[src/rtl/pac_pkg.sv]
// Shared encodings for the PAC input path and the downstream movement logic.
package pac_pkg;

    typedef enum logic [1:0] {
        DIR_RIGHT = 2'b00,
        DIR_LEFT  = 2'b01,
        DIR_DOWN  = 2'b10,
        DIR_UP    = 2'b11
    } dir_e;

    typedef enum logic {
        ST_IDLE    = 1'b0,
        ST_PENDING = 1'b1
    } state_e;

    localparam int unsigned NUM_BTNS = 4;

    // Button bit order is {up, down, left, right}; lowest set bit wins.
    function automatic dir_e prio_dir(input logic [NUM_BTNS-1:0] ev);
        if (ev[0])      return DIR_RIGHT;
        else if (ev[1]) return DIR_LEFT;
        else if (ev[2]) return DIR_DOWN;
        else if (ev[3]) return DIR_UP;
        else            return DIR_RIGHT;
    endfunction

endpackage

[src/rtl/button_debounce.sv]
// Two-flop synchronizer followed by a consecutive-stable-cycle debouncer for
// one active-low push-button; clean is the active-high pressed level.
module button_debounce #(
    parameter int unsigned DEBOUNCE_CYCLES = 500000
) (
    input  logic clk,
    input  logic reset,
    input  logic btn_n,
    output logic clean
);

    localparam int unsigned CW = (DEBOUNCE_CYCLES > 1) ? $clog2(DEBOUNCE_CYCLES) : 1;
    localparam logic [CW-1:0] CNT_LAST = CW'(DEBOUNCE_CYCLES - 1);

    logic [1:0]    sync_q, sync_d;
    logic [CW-1:0] cnt_q, cnt_d;
    logic          clean_q, clean_d;

    always_comb begin
        sync_d  = {sync_q[0], btn_n};
        clean_d = clean_q;
        cnt_d   = cnt_q;
        if (~sync_q[1] == clean_q) begin
            cnt_d = '0;
        end else if (cnt_q == CNT_LAST) begin
            clean_d = ~clean_q;
            cnt_d   = '0;
        end else begin
            cnt_d = cnt_q + 1'b1;
        end
    end

    // Synchronizer resets to released so a held button needs a full debounce.
    always_ff @(posedge clk or negedge reset) begin
        if (!reset) begin
            sync_q  <= '1;
            cnt_q   <= '0;
            clean_q <= 1'b0;
        end else begin
            sync_q  <= sync_d;
            cnt_q   <= cnt_d;
            clean_q <= clean_d;
        end
    end

    assign clean = clean_q;

endmodule

[src/rtl/pac_input_ctrl.sv]
// Debounced four-button direction input with priority resolution, a one-deep
// pending direction and tick-based expiry of unconsumed requests.
module pac_input_ctrl
    import pac_pkg::*;
#(
    parameter int unsigned DEBOUNCE_CYCLES = 500000,
    parameter int unsigned HOLD_TICKS      = 8
) (
    input  logic       clk,
    input  logic       reset,
    input  logic       direita,
    input  logic       esquerda,
    input  logic       baixo,
    input  logic       cima,
    input  logic       tick,
    input  logic       dir_ready,
    output logic       dir_valid,
    output logic [1:0] dir,
    output logic [3:0] btn_clean
);

    localparam int unsigned AW = $clog2(HOLD_TICKS) + 1;
    localparam logic [AW-1:0] AGE_LAST = AW'(HOLD_TICKS - 1);

    logic [NUM_BTNS-1:0] raw_n;
    logic [NUM_BTNS-1:0] clean_w;
    logic [NUM_BTNS-1:0] prev_q, prev_d;
    logic [NUM_BTNS-1:0] press_w;
    logic                ev_valid_q, ev_valid_d;
    dir_e                ev_dir_q, ev_dir_d;

    state_e              state_q, state_d;
    logic                valid_q, valid_d;
    dir_e                dir_q, dir_d;
    logic [AW-1:0]       age_q, age_d;

    assign raw_n = {cima, baixo, esquerda, direita};

    for (genvar i = 0; i < NUM_BTNS; i++) begin : g_btn
        button_debounce #(
            .DEBOUNCE_CYCLES(DEBOUNCE_CYCLES)
        ) u_db (
            .clk   (clk),
            .reset (reset),
            .btn_n (raw_n[i]),
            .clean (clean_w[i])
        );
    end

    // Press events are resolved and registered before they reach the FSM.
    always_comb begin
        prev_d     = clean_w;
        press_w    = clean_w & ~prev_q;
        ev_valid_d = |press_w;
        ev_dir_d   = prio_dir(press_w);
    end

    always_comb begin
        state_d = state_q;
        valid_d = valid_q;
        dir_d   = dir_q;
        age_d   = age_q;
        case (state_q)
            ST_IDLE: begin
                if (ev_valid_q) begin
                    state_d = ST_PENDING;
                    valid_d = 1'b1;
                    dir_d   = ev_dir_q;
                    age_d   = '0;
                end
            end
            ST_PENDING: begin
                if (ev_valid_q) begin
                    dir_d = ev_dir_q;
                    age_d = '0;
                end else if (dir_ready) begin
                    state_d = ST_IDLE;
                    valid_d = 1'b0;
                end else if (tick) begin
                    if (age_q == AGE_LAST) begin
                        state_d = ST_IDLE;
                        valid_d = 1'b0;
                    end else begin
                        age_d = age_q + 1'b1;
                    end
                end
            end
            default: begin
                state_d = ST_IDLE;
                valid_d = 1'b0;
            end
        endcase
    end

    always_ff @(posedge clk or negedge reset) begin
        if (!reset) begin
            prev_q     <= '0;
            ev_valid_q <= 1'b0;
            ev_dir_q   <= DIR_RIGHT;
            state_q    <= ST_IDLE;
            valid_q    <= 1'b0;
            dir_q      <= DIR_RIGHT;
            age_q      <= '0;
        end else begin
            prev_q     <= prev_d;
            ev_valid_q <= ev_valid_d;
            ev_dir_q   <= ev_dir_d;
            state_q    <= state_d;
            valid_q    <= valid_d;
            dir_q      <= dir_d;
            age_q      <= age_d;
        end
    end

    assign dir_valid = valid_q;
    assign dir       = dir_q;
    assign btn_clean = clean_w;

endmodule

[config.mk]
export PLATFORM = sky130hd
export DESIGN_NAME = pac_input_ctrl
export DESIGN_NICKNAME = d
export VERILOG_FILES = /design/src/rtl/pac_pkg.sv /design/src/rtl/button_debounce.sv /design/src/rtl/pac_input_ctrl.sv
export SDC_FILE = /design/constraint.sdc
export NUM_CORES = 1
export LEC_CHECK = 0
export ABC_AREA = 1
export CORE_UTILIZATION = 53
export CTS_BUF_LIST = sky130_fd_sc_hd__clkbuf_2 sky130_fd_sc_hd__clkbuf_4 sky130_fd_sc_hd__clkbuf_8
export DETAILED_ROUTE_END_ITERATION = 7
export DONT_BUFFER_PORTS = 1
export PLACE_DENSITY = 0.68
export SLEW_MARGIN = 20
export SYNTH_ARGS = -nofsm -noshare
export SYNTH_HDL_FRONTEND = slang
export SYNTH_SLANG_ARGS = --single-unit
[constraint.sdc]
create_clock -name clk -period 1.5 [get_ports clk]
set_input_delay 0.375 -clock clk [delete_from_list [all_inputs] [get_ports clk]]
set_output_delay 0.375 -clock clk [all_outputs]
set_load 0.01 [all_outputs]
* Yosys cells after proc, flatten, opt, wreduce, memory -nomap -nowiden
Cells that the tools add are included.
** Word-level totals
- Output and inout bits :: 7
- Bits in registers :: 103
- Bits of input ports :: 8
** Operators by class
- Equal/unequal tests :: 16
- $add $sub $neg :: 5
- Multiplexer cells :: 31
- Bitwise logic cells :: 15
- Reduce and logical (&&, ||, !) cells :: 7
** Operators with widths (count)
- 19-bit 2-to-1 mux :: 8
- 19-bit by 1-bit adder with 19-bit output, second input constant :: 4
- 19-bit == test, second input constant :: 4
- 4-bit 2-to-1 mux :: 5
- 1-bit inverter :: 13
- 3-bit != test, second input constant :: 4
- 1-bit 2-to-1 mux :: 10
- 2-bit 2-to-1 mux :: 5
- 4-bit case mux with 2 select lines :: 1
- 2-bit AND reduction :: 4
- 4-bit AND reduction :: 2
- 4-bit by 1-bit adder with 4-bit output, second input constant :: 1
- 4-bit bitwise AND :: 1
- 1-bit == test :: 4
- 4-bit by 3-bit == test with 1-bit output, second input constant :: 1
- 2-bit != test, second input constant :: 2
- 4-bit inverter :: 1
- 1-bit case mux with 2 select lines :: 2
- 4-bit OR reduction :: 1
- 3-bit by 2-bit != test with 1-bit output, second input constant :: 1

* Longest topological paths before layout
- Depth after elaboration :: 6
- Gate-level depth with buffers :: 8
- Mapped depth without buffers :: 8

* Cells and area by module
From an unflattened synthesis, not the netlist that was laid out.
** Second synthesis, totals
- Cell total of the unflattened synthesis :: 672
- Area, all modules :: 5491.5 um^2
** Modules (own cells, without submodules)
- button_debounce (g_btn[0].u_db ...) :: times used 3, cells each 150, area an instance 1207.4 um^2, sequential area each 553.0 um^2
- button_debounce (g_btn[1].u_db) :: times used 1, cells each 145, area an instance 1203.7 um^2, sequential area each 553.0 um^2
- pac_input_ctrl :: times used 1, cells each 77, area an instance 665.6 um^2, sequential area each 375.4 um^2

* Least setup slack after synthesis
OpenSTA, ideal clock, no wires.
- Path type :: register -> register
- Start :: register g_btn[2].u_db.cnt_q[0]
- End :: register g_btn[2].u_db.cnt_q[14]
- Data required time :: 1381 ps
- Arrival :: 1147 ps
- Cell stages (with the launch flop) :: 9
- Setup slack :: 234 ps
- Clock period less this slack :: 1266 ps
- Cells stage by stage :: dfrtp_1 > ha_1 > nand2_1 > nor2_1 > nand2_1 > nor2_4 > nand3_1 > nand3_1 > nor2_1
** Between the ends
- Word-level cells in the longest chain between the ends :: 3
- Elaborated cells on any way between the ends :: 4
- Those cells by class :: 1 x add/sub; 1 x eq/ne; 2 x mux
** RTL lines
- start, declared :: RTL line button_debounce.sv:16 : logic [CW-1:0] cnt_q, cnt_d;
- start signal, assigned :: RTL line button_debounce.sv:41 : cnt_q <= cnt_d;
- 19-bit by 1-bit adder with 19-bit output / 19-bit == test (equally long branches) :: RTL line button_debounce.sv:29, button_debounce.sv:25
- 19-bit 2-to-1 mux (*) :: RTL line button_debounce.sv:25 : end else if (cnt_q == CNT_LAST) begin
- 19-bit 2-to-1 mux (*) :: RTL line button_debounce.sv:23 : if (~sync_q[1] == clean_q) begin
- net g_btn[2].u_db.cnt_d[14] :: RTL line button_debounce.sv:16
The timed path passes the listed nets; every way through them passes the cells marked *.
A chain may end at the register's enable or synchronous reset.

* Final worst setup path
- Start :: register g_btn[1].u_db.cnt_q[6]
- End :: register g_btn[1].u_db.cnt_q[16]
** Between the ends
- Word-level cells in the longest chain between the ends :: 3
- Elaborated cells on any way between the ends :: 4
- Those cells by class :: 1 x add/sub; 1 x eq/ne; 2 x mux
** RTL lines (RTL line)
- start, declared :: button_debounce.sv:16
- start signal, assigned :: button_debounce.sv:41
- 19-bit by 1-bit adder with 19-bit output / 19-bit == test (equally long branches) :: button_debounce.sv:29, button_debounce.sv:25
- 19-bit 2-to-1 mux (*) :: button_debounce.sv:25
- 19-bit 2-to-1 mux (*) :: button_debounce.sv:23
- net g_btn[1].u_db.cnt_d[16] :: button_debounce.sv:16
Marked as above.

==> flow_summary.yaml <==
outcome:
  status: "finished with violations"
  violations: "hold timing"
grt:
  grt-ovfl-total: 0
  grt_pass1_wl_mm: 18.6
  grt_max_degree: 104
  grtUsageTotal_pct: 21.5
  antenna_found_initial: 0
  grt_pass1_vias: 4180
worst_setup_path:
  path_max_fanout: 5
  cp.required_ns: 1.81
  arrival_ns: 1.73
  startpoint_type: "register"
  end_kind: "register"
  ff2ff_path_depth: 6
  crit_type: "register to register"
detailed_routing:
  remaining_drc_errors: 0
  wl_met2_mm: 5.01
  ant_nets: 0
  top_layer_used: "met4"
  via_per_inst: 5.08
  wire_per_inst_um: 12.2
  vias: 4405
  wl_met1_mm: 4.84
  drt_iter0_drc: 173
  detail_route.first_pass.iterations: 4
  wirelength_mm: 10.6
  wl_met3_um: 514
sta:
  whs_ns: -0.326
  slew_headroom_pct: 71.9
  finalSetupViolCount: 0
  tightest_slew_ns: 0.419
  achievable-frequency_mhz: 705
  fin_ws_ns: 0.0809
  skew_ns: 0.0111
  drv_slew: 0
  hold_viol: 103
  layout_min_cycle_time_ns: 1.42
  fin_crit_sh_pct: 94.6
logic_synthesis:
  synth_cells: 710
  ys_warn_count: 0
  syn_avg_cell_area_um2: 7.72
  synth.top_cell.area_share_pct: 43.4
  synth_area_leaders: "dfrtp_1 (43%), nor2_1 (12%), nand2_1 (9.1%), nand3_1 (5.6%), inv_1 (5.3%)"
  seq_area_frac_synth_pct: 47.2
  syn_area_mm2: 0.00548
  synth_cell_types: 31
  yosys.area.top_type: "dfrtp_1"
  ys_ff_latch: 103
  synth.net_count: 724
clock_tree:
  clkTransAtPathRegs_ns: 0.10
  clock_path_buffers: 2
  numCtsBuffers: 9
  clk_latency_ns: 0.38
  postCtsHoldBufs: 4
  cts_tree: "built"
  cts-root-buf: "clkbuf_8"
  cts.sink_count: 103
  cts_max_level: 3
placed_design:
  gp_congestion: 0.878
  dpl_cell_area_mm2: 0.00566
  port_buffers: 0
  place_ws_ns: 0.0682
  dpl.hpwl_mm: 7.63
die:
  dieArea_mm2: 0.0108
  core_area_mm2: 0.00991
  dieWidth_um: 104
  die_y_um: 104
  start_util_pct: 55.3
  row_count: 36
  ios: 15
min_path:
  hold_path_class: "primary input to async pin"
layout:
  fin_util_pct: 60.7
  drive_gt1_share_pct: 13.2
  layout.nets: 743
  synthToLayoutAreaGrowth_pct: 9.82
  num_antenna_cells: 0
  final_cell_area_mm2: 0.00602
power:
  p_leak_nw: 2.62
  total_power_mw: 4.64
  peakVddDrop_uv: 687
  p_per_area_mw_per_mm2: 771
run:
  cap_violations: 0
## placed cells by master (no fill, tap or decap), types with 4 or more instances in the layout
cell type / netlist / final
inv_2: 5 / 5
a21oi_1: 21 / 21
inv_1: 78 / 78
buf_4: 4 / 11
dlygate4sd3_1: 0 / 4
nand2_1: 133 / 125
xnor2_1: 10 / 10
clkbuf_8: 0 / 9
dfstp_2: 8 / 8
nor2_2: 9 / 9
o21ai_0: 10 / 10
nor3b_1: 5 / 5
nand3_2: 2 / 5
nor3_1: 9 / 8
xor2_1: 24 / 24
nor2_4: 8 / 13
nor2_1: 177 / 172
nand3_1: 61 / 58
nand2_2: 13 / 18
nand4_1: 11 / 11
ha_1: 6 / 4
o21ai_1: 5 / 4
dfrtp_1: 95 / 93
## area by class of cell
type / instances / area, um2
timing repair buffer: 15 / 123
sequential: 103 / 2590
fill: 883 / 3890
multi-input combinational: 517 / 2650
tap: 133 / 166
clock inverter: 7 / 56.3
inverter: 83 / 312
clock buffer: 9 / 124
## critical path: stages (launching register included)
cell,delay [ns]
dfrtp_1,0.44
nand2_1,0.13
nor2_1,0.22
nand2_4,0.13
o21ai_2,0.20
nand3_2,0.09
nor2_1,0.14
## cells by family after synthesis
family,after synthesis,synth area share (%)
simple gates,434,34.8
flops,103,47.2
buf+inv,90,6.51
compound gates,39,3.65
xor+xnor,37,6.32
fa+ha+maj,6,1.37
mux,1,0.183
## synthesized netlist by cell type
master	count
a21oi_1	21
a31oi_1	1
and2_0	1
and3_1	3
buf_2	3
buf_4	4
dfrtp_1	95
dfstp_2	8
ha_1	6
inv_1	78
inv_2	5
mux2i_1	1
nand2_1	133
nand2_2	13
nand3_1	61
nand3_2	2
nand4_1	11
nor2_1	177
nor2_2	9
nor2_4	8
nor3_1	9
nor3b_1	5
o21a_1	1
o21ai_0	10
o21ai_1	5
o22ai_1	1
or2_0	1
or2_1	1
xnor2_1	10
xnor2_2	3
xor2_1	24
## registers in the layout, summed over array words and instances, names as in the netlist, 2 cells and up
signal             flops
age_q                  4
ev_dir_q               2
dir                    2
prev_q                 4
g_btn.u_db.clean       4
g_btn.u_db.sync_q      8
g_btn.u_db.cnt_q      76
## report_power, final
group	total [mW]	switching [mW]	internal, mW
sequential	2.87	0.0376	2.83
combinational	0.144	0.0790	0.0647
clock	1.63	1.01	0.620
total	4.64	1.13	3.51
## metal layers
| layer | up-vias | track usage, % |
|---|---|---|
| li1 | 2253 | - |
| met1 | 2048 | 27.7 |
| met2 | 83 | 35.0 |
| met3 | 21 | 5.29 |
| met4 | 0 | 8.27 |
| met5 | - | 0 |
## per-stage QoR
stage          instances  setup TNS, ns
2_1_floorplan        710              0
6_report             867              0
3_5_place_dp         844              0
4_1_cts              864              0
3_3_place_gp         844              0
5_1_grt              867        -0.0719
## path summary, 6_finish.rpt
kind	start	end	slack (ns)
min in group clk	tick	state_q	0.20
min reg2reg	g_btn[2].u_db.sync_q[0]	g_btn[2].u_db.sync_q[1]	0.36
max reg2reg	g_btn[1].u_db.cnt_q[6]	g_btn[1].u_db.cnt_q[16]	0.08
max	g_btn[1].u_db.cnt_q[6]	g_btn[1].u_db.cnt_q[16]	0.08
min	reset	g_btn[3].u_db.cnt_q[8]	-0.33
max in group asynchronous	reset	g_btn[0].u_db.sync_q[1]	1.59
## timing repair
action / 4_1_cts / 5_1_grt
resized for setup: 0 / 31
endpoints found under the hold margin: 107 / 103
endpoints found under the setup margin: 0 / 31
setup buffers: 0 / 3
Note: power is estimated with default switching activity, not from simulation.
